--- src/rtl/spi_master_ctrl.sv ---
// spi_master_ctrl: turns {cmd,payload} requests into ss_n/Mosi serial frames and captures read bytes from Miso.
module spi_master_ctrl #(
  parameter int RD_GAP = 2,
  parameter int DATA_W = 8
) (
  input  logic              clk,
  input  logic              rst,
  input  logic              start,
  input  logic [1:0]        cmd,
  input  logic [DATA_W-1:0] payload,
  output logic              busy,
  output logic              done,
  output logic [DATA_W-1:0] rd_data,
  output logic              rd_valid,
  output logic              ss_n,
  output logic              Mosi,
  input  logic              Miso
);
  localparam int MX = (DATA_W + 2 > RD_GAP) ? DATA_W + 2 : RD_GAP;
  localparam int CW = $clog2(MX + 1);
  typedef enum logic [2:0] {IDLE, SEL, SHIFT, GAP, RECV, END} state_t;
  state_t            state;
  logic [DATA_W+1:0] frame;
  logic [DATA_W-1:0] sr;
  logic [DATA_W-1:0] sr_nx;
  logic [CW-1:0]     cnt;
  logic              is_rd;
  assign sr_nx = {sr[DATA_W-2:0], Miso};
  // Outputs are registered, so each transition loads the values of the state being entered.
  always_ff @(posedge clk) begin
    if (rst) begin
      state    <= IDLE;
      frame    <= '0;
      sr       <= '0;
      cnt      <= '0;
      is_rd    <= 1'b0;
      busy     <= 1'b0;
      done     <= 1'b0;
      rd_valid <= 1'b0;
      rd_data  <= '0;
      ss_n     <= 1'b1;
      Mosi     <= 1'b0;
    end else begin
      done     <= 1'b0;
      rd_valid <= 1'b0;
      case (state)
        IDLE: if (start) begin
          frame <= {cmd, payload};
          is_rd <= &cmd;
          state <= SEL;
          ss_n  <= 1'b0;
          Mosi  <= cmd[1];
          busy  <= 1'b1;
        end
        SEL: begin
          state <= SHIFT;
          Mosi  <= frame[DATA_W+1];
          frame <= frame << 1;
          cnt   <= '0;
        end
        SHIFT: if (cnt == CW'(DATA_W + 1)) begin
          state <= is_rd ? GAP : END;
          ss_n  <= is_rd ? 1'b0 : 1'b1;
          done  <= ~is_rd;
          Mosi  <= 1'b0;
          cnt   <= '0;
        end else begin
          Mosi  <= frame[DATA_W+1];
          frame <= frame << 1;
          cnt   <= cnt + CW'(1);
        end
        GAP: begin
          state <= (cnt == CW'(RD_GAP - 1)) ? RECV : GAP;
          cnt   <= (cnt == CW'(RD_GAP - 1)) ? '0 : cnt + CW'(1);
        end
        RECV: begin
          sr <= sr_nx;
          if (cnt == CW'(DATA_W - 1)) begin
            state    <= END;
            ss_n     <= 1'b1;
            done     <= 1'b1;
            rd_valid <= 1'b1;
            rd_data  <= sr_nx;
          end else begin
            cnt <= cnt + CW'(1);
          end
        end
        END: begin
          state <= IDLE;
          busy  <= 1'b0;
        end
        default: state <= IDLE;
      endcase
    end
  end
endmodule
--- config.mk ---
export PLATFORM = sky130hd
export DESIGN_NAME = spi_master_ctrl
export DESIGN_NICKNAME = d
export VERILOG_FILES = /design/src/rtl/spi_master_ctrl.sv
export SDC_FILE = /design/constraint.sdc
export NUM_CORES = 1
export LEC_CHECK = 0
export ABC_AREA = 1
export BUFFER_PORTS_ARGS = -buffer_cell sky130_fd_sc_hd__buf_2
export CORE_ASPECT_RATIO = 0.9
export CORE_MARGIN = 2
export CORE_UTILIZATION = 40
export CTS_CLUSTER_DIAMETER = 60
export DETAILED_ROUTE_END_ITERATION = 10
export HOLD_SLACK_MARGIN = 0.15
export PLACE_DENSITY = 0.7
export SYNTH_ARGS = -nofsm -noshare
export SYNTH_HDL_FRONTEND = slang
export SYNTH_SLANG_ARGS = --single-unit
--- constraint.sdc ---
create_clock -name clk -period 1.5 [get_ports clk]
set_input_delay 0.15 -clock clk [delete_from_list [all_inputs] [get_ports clk]]
set_output_delay 0.15 -clock clk [all_outputs]
set_load 0.01 [all_outputs]
# Yosys cells after proc, flatten, opt, wreduce, memory -nomap -nowiden
# Cells that the tools add are included.
# totals
regBits	38
in_bits	14
# op_classes
muxes	26
n_bitwise	2
n_reduce_logical	15
n_eq_ne	13
n_addsub	1
# op_table
operator	n
$pmux 10 s3	1
$mux 10	2
$pmux 4 s4	1
$mux 3	5
$pmux 3 s5	1
$mux 4	3
$reduce_and 2->1	6
$ne 2x2->1 const B	5
$mux 1	9
$eq 3x2->1 const B	2
$eq 3x3->1 const B	2
$pmux 1 s3	2
$reduce_and 3->1	2
$reduce_bool 3->1	2
$add 4x1->4 const B	1
$eq 4x1->1 const B	1
$eq 4x3->1 const B	1
$eq 4x4->1 const B	1
$pmux 1 s2	2
$reduce_and 4->1	1
$reduce_bool 4->1	1
$eq 3x1->1 const B	1
$logic_not 3->1	1
$not 1->1	2
other kinds (2)	2

# Logic depth before layout (Yosys ltp)
# Gate-level depths: netlist of the first run.
# logic_depth
depth_word	3
ltp_mapped	11
mapped_depth_nobuf	9

# Least setup slack after synthesis of the first run
# OpenSTA, ideal clock, no wires.
# synth_path
kind	register to register
from	register cnt[1]
to	register frame[0]
arrival_ns	1.193
stages_incl_launch_ff	10
setup_time_ns	0.112
period_less_slack_ns	1.304
setup_slack_ns	0.196
required_ns	1.388
cell_sequence	dfxtp_1 inv_1 ha_1 nand3_4 nor2_4 nor2_4 buf_12 nand2_2 nand2_1 nor2_2
# synth_via
elab_chain_len	3
# synth_rtl
element	line_no	rtl
start: declaration	26	logic [CW-1:0] cnt;
start signal: assignment	70	cnt <= cnt + CW'(1);
start signal: assignment	74	cnt <= (cnt == CW'(RD_GAP - 1)) ? '0 : cnt + CW'(1);
start signal: assignment	85	cnt <= cnt + CW'(1);
$eq 4x4->1	61	SHIFT: if (cnt == CW'(DATA_W + 1)) begin
$ne 2x2->1 (no source line)	n/a	
$reduce_and 3->1 (no source line)	n/a	
end signal: assignment	48	frame <= {cmd, payload};
end signal: assignment	58	frame <= frame << 1;
end signal: assignment	69	frame <= frame << 1;
end: declaration	23	logic [DATA_W+1:0] frame;
# Every way passes these cells.
# A chain may end at the register's enable or synchronous reset.

# Final worst setup path of the first run
# layout_path
from	register cnt[0]
to	register cnt[3]
# layout_via
elab_chain_len	3
elab_cells_between_ends	10
# layout_rtl
element	line_no	rtl
$add 4x1->4 (tied with other cells)	70, 74, 85	
$mux 4 (tied with other cells)	78	if (cnt == CW'(DATA_W - 1)) begin
$pmux 4 s4 / $reduce_and 2->1 (equally long branches)	n/a	
# Parallel ways exist; a longest one is shown, timed or not. The select of a mux whose other input is x is not followed.

==> results of run 1 <==
==> worst min-delay path, cell delays in order <==
cell and delay [ns]:
sky130_fd_sc_hd__buf_2 0.11, sky130_fd_sc_hd__a21oi_1 0.11, sky130_fd_sc_hd__a211oi_1 0.05
==> area by class of cell <==
cell class	count	area share (%)
flip-flops and latches	38	33.8
clock buffers	5	3.03
multi-input cells	184	43.9
inverters	25	4.46
well taps	62	3.41
repair buffers	40	11.0
clock inverters	2	0.440
==> cells in the final DEF, fill, tap and decap left out, types with 2 or more instances in the layout <==
cell                       count
sky130_fd_sc_hd__nand2_2       4
sky130_fd_sc_hd__clkinv_2      2
sky130_fd_sc_hd__a21oi_1      16
sky130_fd_sc_hd__nand3_1      18
sky130_fd_sc_hd__nand2_4       7
sky130_fd_sc_hd__buf_2        26
sky130_fd_sc_hd__ha_2          2
sky130_fd_sc_hd__dfxtp_2       3
sky130_fd_sc_hd__clkbuf_8      5
sky130_fd_sc_hd__o21ai_0      11
sky130_fd_sc_hd__buf_4        12
sky130_fd_sc_hd__inv_2         2
sky130_fd_sc_hd__inv_1        19
sky130_fd_sc_hd__inv_4         3
sky130_fd_sc_hd__o21ai_1       5
sky130_fd_sc_hd__nor2_2        9
sky130_fd_sc_hd__o21ai_2       8
sky130_fd_sc_hd__nor2_4        6
sky130_fd_sc_hd__dfxtp_1      34
sky130_fd_sc_hd__nor2_1       34
sky130_fd_sc_hd__nand2_1      55
==> cell families after synthesis <==
kind of cell / after synthesis / synth area share [%]
fa+ha+maj: 2 / 1.29
flops: 38 / 39.3
compound gates: 45 / 14.3
simple gates: 137 / 35.1
buf+inv: 35 / 10.0
==> metrics by stage <==
| step | util [%] | total power, W | hold WS, ns | area [µm²] |
|---|---|---|---|---|
| 4_1_cts | 48.9 | 0.00411 | 0.175 | 2220 |
| 5_1_grt | 50.0 | 0.00449 | 0.179 | 2270 |
| 3_5_place_dp | 46.9 | 0.00343 | 0.432 | 2130 |
| 3_3_place_gp | 46.9 | 0.00342 | 0.421 | 2130 |
| 6_report | 50.0 | 0.00411 | 0.188 | 2270 |
| 2_1_floorplan | - | 0.00312 | 0.313 | 1940 |
==> power groups by stage <==
| stage | sequential (W) | clock [W] | combinational [W] |
|---|---|---|---|
| after floorplan | 0.00138 | 0 | 0.00174 |
| after global placement | 0.00146 | 0 | 0.00195 |
| after detailed placement | 0.00147 | 0 | 0.00196 |
| after CTS | 0.00146 | 0.000678 | 0.00197 |
| after global routing | 0.00149 | 0.000729 | 0.00227 |
| final | 0.00146 | 0.000647 | 0.00200 |
==> sequential cells by signal, indices dropped and copies added, names as in the netlist <==
register,count
busy,1
cnt,4
ss_n,1
rd_data,8
sr,7
frame,10
rd_valid,1
state,3
done,1
is_rd,1
Mosi,1
==> how the worst max path moves through the flow <==
stage                         endpoint  cells past startpoint             startpoint  slack (ns)
6_report           cnt[3]$_SDFFE_PP0P_                      8    cnt[0]$_SDFFE_PP0P_        0.10
5_1_grt            cnt[1]$_SDFFE_PP0P_                      8    cnt[0]$_SDFFE_PP0P_       -0.03
3_3_place_gp     frame[5]$_SDFFE_PP0P_                      7  state[0]$_SDFFE_PP0P_        0.01
4_1_cts        rd_data[5]$_SDFFE_PP0N_                      9    cnt[0]$_SDFFE_PP0P_        0.03
2_1_floorplan    frame[0]$_SDFFE_PP0P_                      9    cnt[1]$_SDFFE_PP0P_        0.20
3_5_place_dp     frame[5]$_SDFFE_PP0P_                      7  state[0]$_SDFFE_PP0P_       0.007
==> timing repair <==
action | 4_1_cts | 5_1_grt
setup buffers | 0 | 4
pin swaps | 0 | 4
gates resized for setup | 2 | 8
hold endpoints to repair | 2 | 0
hold buffers | 1 | 0
endpoints found under the setup margin | 2 | 16
==> per-layer routing <==
metal	global-route usage [%]	vias up	wire, µm
met1	20.4	717	1880
met3	4.39	2	169
met5	0	-	0
met2	24.3	24	1820
li1	-	894	-
met4	4.17	0	17
==> flow_results.org, run 1 <==
** Layout
- Excluding fillers, the count of instances in the completed layout stands at 356.
- In the final layout, the multi-input gates occupy 998 µm².
- The area growth from synthesis to layout is 17.5%.
- Sequential cell area :: 768 µm²
- Antenna diode count :: 0
- The final layout contains between 300 and 400 nets.
- Cells with a size suffix above 1 make up 32.0% of the layout.
- After filler insertion, the fill cell instance count of the layout stands at 474.

** Route
- First drt pass iteration count :: 4
- Detailed-route DRC error count :: 0
- In the final routed layout, each cell accounts on average for 10.9 µm.
- The detail route stage leaves a number of antenna-violating nets equal to 0.
- Using the TritonRoute via totals, the vias-per-cell ratio works out to about 4.6.
- For this block, the via count after detailed routing is roughly 1600.
- For this block, the initial DRC count from the detailed router was 59.
- Drt total wl :: 3880 µm

** Worst hold path
- The startpoint identified for the worst hold timing path is cmd[1].
- Worst Hold Class :: input pin to flip-flop
- Instance count along the most critical hold path :: 3
- For hold timing, the worst endpoint is is_rd$_SDFFE_PP0P_.

** Timing
- Max-slew violation total from the final report :: 0
- Measured against its own limit, the worst slew margin works out to 71.3%.
- Finish-stage setup viols :: 0
- Max Clk Rate :: a little over 0.7 GHz
- Setup repair after global routing could not meet its margin everywhere.
- The worst path uses between 90 and 100% of the clock period.
- Min setup slack post-route :: 0.100 ns
- Final period demand of the worst path :: 1.40 ns
- The count of final hold-check violations was 0.
- For the pin with the worst max-slew slack, the measured transition is 0.431 ns.
- Setup tns final :: 0 ns
- Worst clock skew :: 0.00341 ns

** Pwr
- Cell Pwr Density :: 1810 mW/mm²
- Combinational Power Share :: 48.7%
- Net switching share of the total power :: 43.1%
- Per report_power, the clock group accounts for 15.8% of the total.
- The share of total power dissipated in sequential elements is 35.5%.
- Across the VDD grid, the largest voltage drop is 712 µV.
- Sw power :: 0.00177 W
- Internal power comes to 0.00234 W.
- Static leakage :: around 1.1 nW

** Clock tree
- Insertion delay to the later sink of the worst-skew pair :: 0.28 ns
- Clock Tree Buf Depth :: 2
- Clock tree synthesis inserted a total of 5 buffers.
- Total clock sinks :: 38
- The H-tree was split into 2 levels.
- Clock tree synthesis selected as its root buffer the cell sky130_fd_sc_hd__clkbuf_8.
- TritonCTS built the clock tree.
- Clock-pin slew was measured on the worst setup and hold paths at 0.07 ns.

** Setup path
- Critical path cell sequence :: ha_2, nand2_2, nor2_4, inv_1, nor2_4, nor2_1, nand3_1, a21oi_1
- Critical path endpoint category :: flip-flop
- Maximum fanout along the worst path :: 5
- Together, buffers and inverters on the worst path number 1.
- STA classifies the critical path startpoint as a flip-flop.
- Worst Path Arrival :: 1.57 ns
- Setup slack on the worst reg-to-reg path comes out at around 0.1 ns.
- Critical path type :: flip-flop to flip-flop
- The startpoint identified for the worst register-to-register timing path is cnt[0]$_SDFFE_PP0P_.
- Highest-delay cell along the critical path :: sky130_fd_sc_hd__dfxtp_2
- In this run the critical register-to-register path is captured at cnt[3]$_SDFFE_PP0P_.
- Counting cells, the worst reg-to-reg path comes to 8.
- Crit path top cell by count :: sky130_fd_sc_hd__nor2_4
- Grouping stages by cell kind, the critical path spends the most delay in simple AND/OR/NAND/NOR gates.
- Required time at the endpoint of the critical path :: 1.67 ns
- Largest incremental delay on the critical path :: between 0.3 and 0.4 ns

** Logic synthesis
- The share of the Yosys chip area taken by registers is 39.3%.
- For this run, the number of Yosys warnings is 0.
- Share of the synthesized area in the top cell type :: 39.3%
- In the post-synthesis netlist, the cell with the most instances is sky130_fd_sc_hd__nand2_1.
- Count of different cell masters after synthesis :: 30
- Share of synthesized registers carrying an async set or reset :: 0%
- Post-synthesis instance area :: between 0.0015 and 0.002 mm²
- In the synthesized netlist, the number of instances is 257.
- Number of nets in the synthesized netlist :: about 270
- Library cell with the largest summed area after synthesis :: sky130_fd_sc_hd__dfxtp_1
- Among all flip-flop cells after synthesis, the most frequent one is sky130_fd_sc_hd__dfxtp_1.
- Counting flops with a built-in enable in the synthesized netlist gives 0.
- Synthesized area per cell :: around 7.5 µm²
- Cell types occupying the most area after synthesis :: sky130_fd_sc_hd__dfxtp_1 39%, sky130_fd_sc_hd__nand2_1 11%, sky130_fd_sc_hd__nor2_1 6.6%
- By count the netlist is led by 56 x sky130_fd_sc_hd__nand2_1, 38 x sky130_fd_sc_hd__dfxtp_1, 34 x sky130_fd_sc_hd__nor2_1.
- Number of synthesized register bits :: 38

** Die
- In this run the standard cell core region covers 0.00455 mm².
- The initial utilization of the core area, before any placement, comes to 42.6%.
- Total die area :: 0.00541 mm²
- In this run the horizontal extent of the chip is 77.3 µm.
- Die Span Y :: 70.0 µm
- Num rows :: 23
- Io pins :: 27

** Run
- Max-cap violations in this run came to 0.

** GRT
- Wire length of the first global-routing pass :: between 6000 and 7000 µm
- Aggregate global routing overflow :: 0
- Pin count of the biggest net entering global routing :: 13
- Initial antenna violation count :: 0
- Number of global-route vias before repair :: about 1500
- Across every metal layer, demand over resource in global routing totals 15.3%.

** Placement
- Placer congestion estimate :: roughly 0.86
- Post-detailed-placement half-perimeter wirelength :: 2880 µm
- The count of buffers added on input and output ports is 26.
- Prior to clock tree synthesis, the placed netlist has a worst setup slack of between 0.006 and 0.007 ns.
- Total placed cells including tap cells :: 344

** Outcome
- Status :: finished clean
Note: power is estimated with default switching activity, not from simulation.
==> inputs of run 2 (changes only) <==
- CORE_MARGIN: 2 -> unset
==> flow_results.org, run 2 (synthesized netlist as in run 1, its figures left out) <==
** Outcome
- Status :: finished clean

** Layout
- The register with the most flip-flops in the layout has 10 of them.
- Antenna diode count :: 0
- Ranked by flip-flop count, first place goes to frame.
- The post-route netlist has roughly 33% of its cells at a drive strength greater than 1.
- Relative to the synthesized area, the layout overhead comes to 19.8%.
- Leading cell type in the layout, fill and taps excluded :: sky130_fd_sc_hd__nand2_1
- Commonest cells after routing, fill and taps aside :: 56 x sky130_fd_sc_hd__nand2_1, 33 x sky130_fd_sc_hd__dfxtp_1, 32 x sky130_fd_sc_hd__nor2_1
- Count of nets after finishing :: 311
- The largest registers in the layout are frame (10), rd_data (8), sr (7).
- After routing the design area is 0.00232 mm².

** Setup path
- Highest-delay cell along the critical path :: sky130_fd_sc_hd__dfxtp_2
- Largest incremental delay on the critical path :: 0.35 ns
- Among the stages of the critical path, the cell type that occurs most often is sky130_fd_sc_hd__nand2_1.
- The kind of cell with the highest combined delay along the critical path is simple AND/OR/NAND/NOR gates.
- Maximum fanout along the worst path :: 5
- STA puts the critical path data arrival time at 1.56 ns.
- Required time at the endpoint of the critical path :: 1.68 ns
- Critical path launch point type :: flip-flop
- Counting both buffers and inverters, the worst setup path holds a total of 1.
- Critical path cell sequence :: inv_1, ha_2, nand3_4, nand2_4, nand2_1, nor2_2, nand2_1, nand2_1, nand3_1
- The worst setup path is captured at a flip-flop.
- The critical path is of the flip-flop to flip-flop type.

** GRT
- The initial antenna violation count came to 0.
- Entering global routing, the biggest net connects 22 pins.
- The first global-routing pass estimated 6470 µm of wire.
- Aggregate global routing overflow :: 0
- Overall track demand over capacity in global routing :: 16.8%
- Number of global-route vias before repair :: 1545

** Worst hold path
- Worst Hold Class :: input pin to flip-flop

** Pwr
- Largest vdd supply drop :: 729 µV
- For this design the static power due to leakage is 1.06 nW.
- Cell Pwr Density :: ~1900 mW/mm²
- The completed layout was analyzed and its total power is 0.00451 W.

** Timing
- Setup violations remaining at the end of the flow were counted as 0.
- Slew @ Worst Pin :: 0.316 ns
- Max Clk Rate :: between 0.7 and 0.8 GHz
- Number of hold violations in the final report :: 0
- RSZ-0062 raised after global routing :: true
- Worst clock skew :: 0.00708 ns
- Min setup slack post-route :: 0.121 ns
- The worst path in the final design needs a cycle of 1.38 ns, including I/O delays and setup.
- Worst-case hold slack :: 0.158 ns
- Final worst-path cycle share :: 91.9%
- The number of max-slew violations in the final report was 0.
- Measured against its own limit, the worst slew margin works out to 78.9%.

** Route
- First drt pass iteration count :: 4
- For this run, design rule violations remaining after detail routing come to 0.
- Via density per instance :: 4.73
- After detailed routing, the average wire length per cell comes to approximately 11 µm.
- The first routing iteration left 62 violations.
- Drt total wl :: 3880 µm
- Antenna Nets Post-Route :: 0
- Detailed-route via count :: 1692

** Die
- Die Span Y :: 68.0 µm
- The region available for standard cell placement spans 0.00455 mm².
- In this run the count of I/O pins placed on the die edge is 27.
- From left edge to right edge, the die measures ~75 µm.
- The floorplan step defined a die boundary enclosing between 0.005 and 0.006 mm².
- Initial Util :: 42.6%
- Row generation in the floorplan step produced 23 rows.

** Clock tree
- Total clock sinks :: 38
- Counting the buffers created by CTS gives 5.
- Clock-pin slew was measured on the worst setup and hold paths at around 0.080 ns.
- The clock tree synthesis step divided the H-tree into 2 levels.
- Clock Tree Buf Depth :: 2
- TritonCTS clock tree :: done
- Clock Root Buffer :: sky130_fd_sc_hd__clkbuf_8
- Insertion delay to the later sink of the worst-skew pair :: slightly below 0.3 ns

** Placement
- Placer congestion estimate :: 0.899
- Pre-CTS setup slack :: 0.00227 ns
- During placement, the flow inserted port buffers numbering 26.
- Dpl cell area :: roughly 0.0021 mm²
- Post-detailed-placement half-perimeter wirelength :: 2780 µm

** Run
- Max-cap violations :: 0
## run 2: cell types whose count changed in the layout (fill, tap and decap cells not counted)
| cell | change |
|---|---|
| sky130_fd_sc_hd__nor2_1 | -2 |
| sky130_fd_sc_hd__buf_4 | +1 |
| sky130_fd_sc_hd__nor2_2 | +2 |
| sky130_fd_sc_hd__bufinv_16 | +1 |
| sky130_fd_sc_hd__dfxtp_2 | +1 |
| sky130_fd_sc_hd__nand2_4 | -1 |
| sky130_fd_sc_hd__clkinvlp_4 | +3 |
| sky130_fd_sc_hd__clkinv_2 | -2 |
| sky130_fd_sc_hd__clkinv_1 | -1 |
| sky130_fd_sc_hd__nand2_1 | +1 |
| sky130_fd_sc_hd__dfxtp_1 | -1 |
## run 2: area by class of cell
type	count	area [µm²]
inverters	25	105
fillers	459	2230
multi-input cells	184	996
well taps	62	77.6
repair buffers	41	258
clock buffers	5	68.8
flip-flops and latches	38	769
clock inverters	3	45.0
## run 2: path summary, 6_finish.rpt
kind                  startpoint               endpoint  slack, ns  cells past startpoint
max reg2reg  cnt[1]$_SDFFE_PP0P_      ss_n$_SDFFE_PP1P_       0.12                      9
max          cnt[1]$_SDFFE_PP0P_      ss_n$_SDFFE_PP1P_       0.12                      9
min                          rst  state[2]$_SDFFE_PP0P_       0.16                      2
min reg2reg   sr[2]$_SDFFE_PP0P_     sr[2]$_SDFFE_PP0P_       0.47                      2
## run 2: what timing repair did
action	in CTS	in global routing
buffers inserted	0	4
hold buffers	1	0
endpoints found under the hold margin	1	0
pin swaps	0	4
endpoints found under the setup margin	4	23
gates resized for setup	1	11
cloned	0	0
## run 2: worst register-to-register path, stage by stage (launching register included)
cell,delay (ns)
sky130_fd_sc_hd__dfxtp_2,0.35
sky130_fd_sc_hd__inv_1,0.06
sky130_fd_sc_hd__ha_2,0.19
sky130_fd_sc_hd__nand3_4,0.12
sky130_fd_sc_hd__nand2_4,0.11
sky130_fd_sc_hd__nand2_1,0.10
sky130_fd_sc_hd__nor2_2,0.16
sky130_fd_sc_hd__nand2_1,0.07
sky130_fd_sc_hd__nand2_1,0.06
sky130_fd_sc_hd__nand3_1,0.05
## run 2: stage by stage
| step | setup TNS (ns) | utilization, % | cells |
|---|---|---|---|
| floorplan | 0 | - | 257 |
| global route | -0.0268 | 51.0 | 358 |
| finish | 0 | 51.0 | 358 |
| CTS | 0 | 49.8 | 354 |
| global placement | 0 | 47.0 | 345 |
| detailed placement | 0 | 47.0 | 345 |
## run 2: per-layer routing
layer / vias to the layer above / global-route usage, % / wire [µm]
li1: 899 / - / -
met1: 745 / 20.8 / 1860
met2: 41 / 27.5 / 1740
met3: 7 / 4.12 / 223
met4: 0 / 7.64 / 57
met5: - / 0 / 0
## run 2: where the power goes
part | internal [W] | leakage [nW] | total (W) | switching [W]
sequential | 0.00126 | 0.313 | 0.00147 | 0.000214
combinational | 0.000872 | 0.702 | 0.00216 | 0.00129
clock | 0.000495 | 0.0504 | 0.000878 | 0.000383
total | 0.00262 | 1.06 | 0.00451 | 0.00188
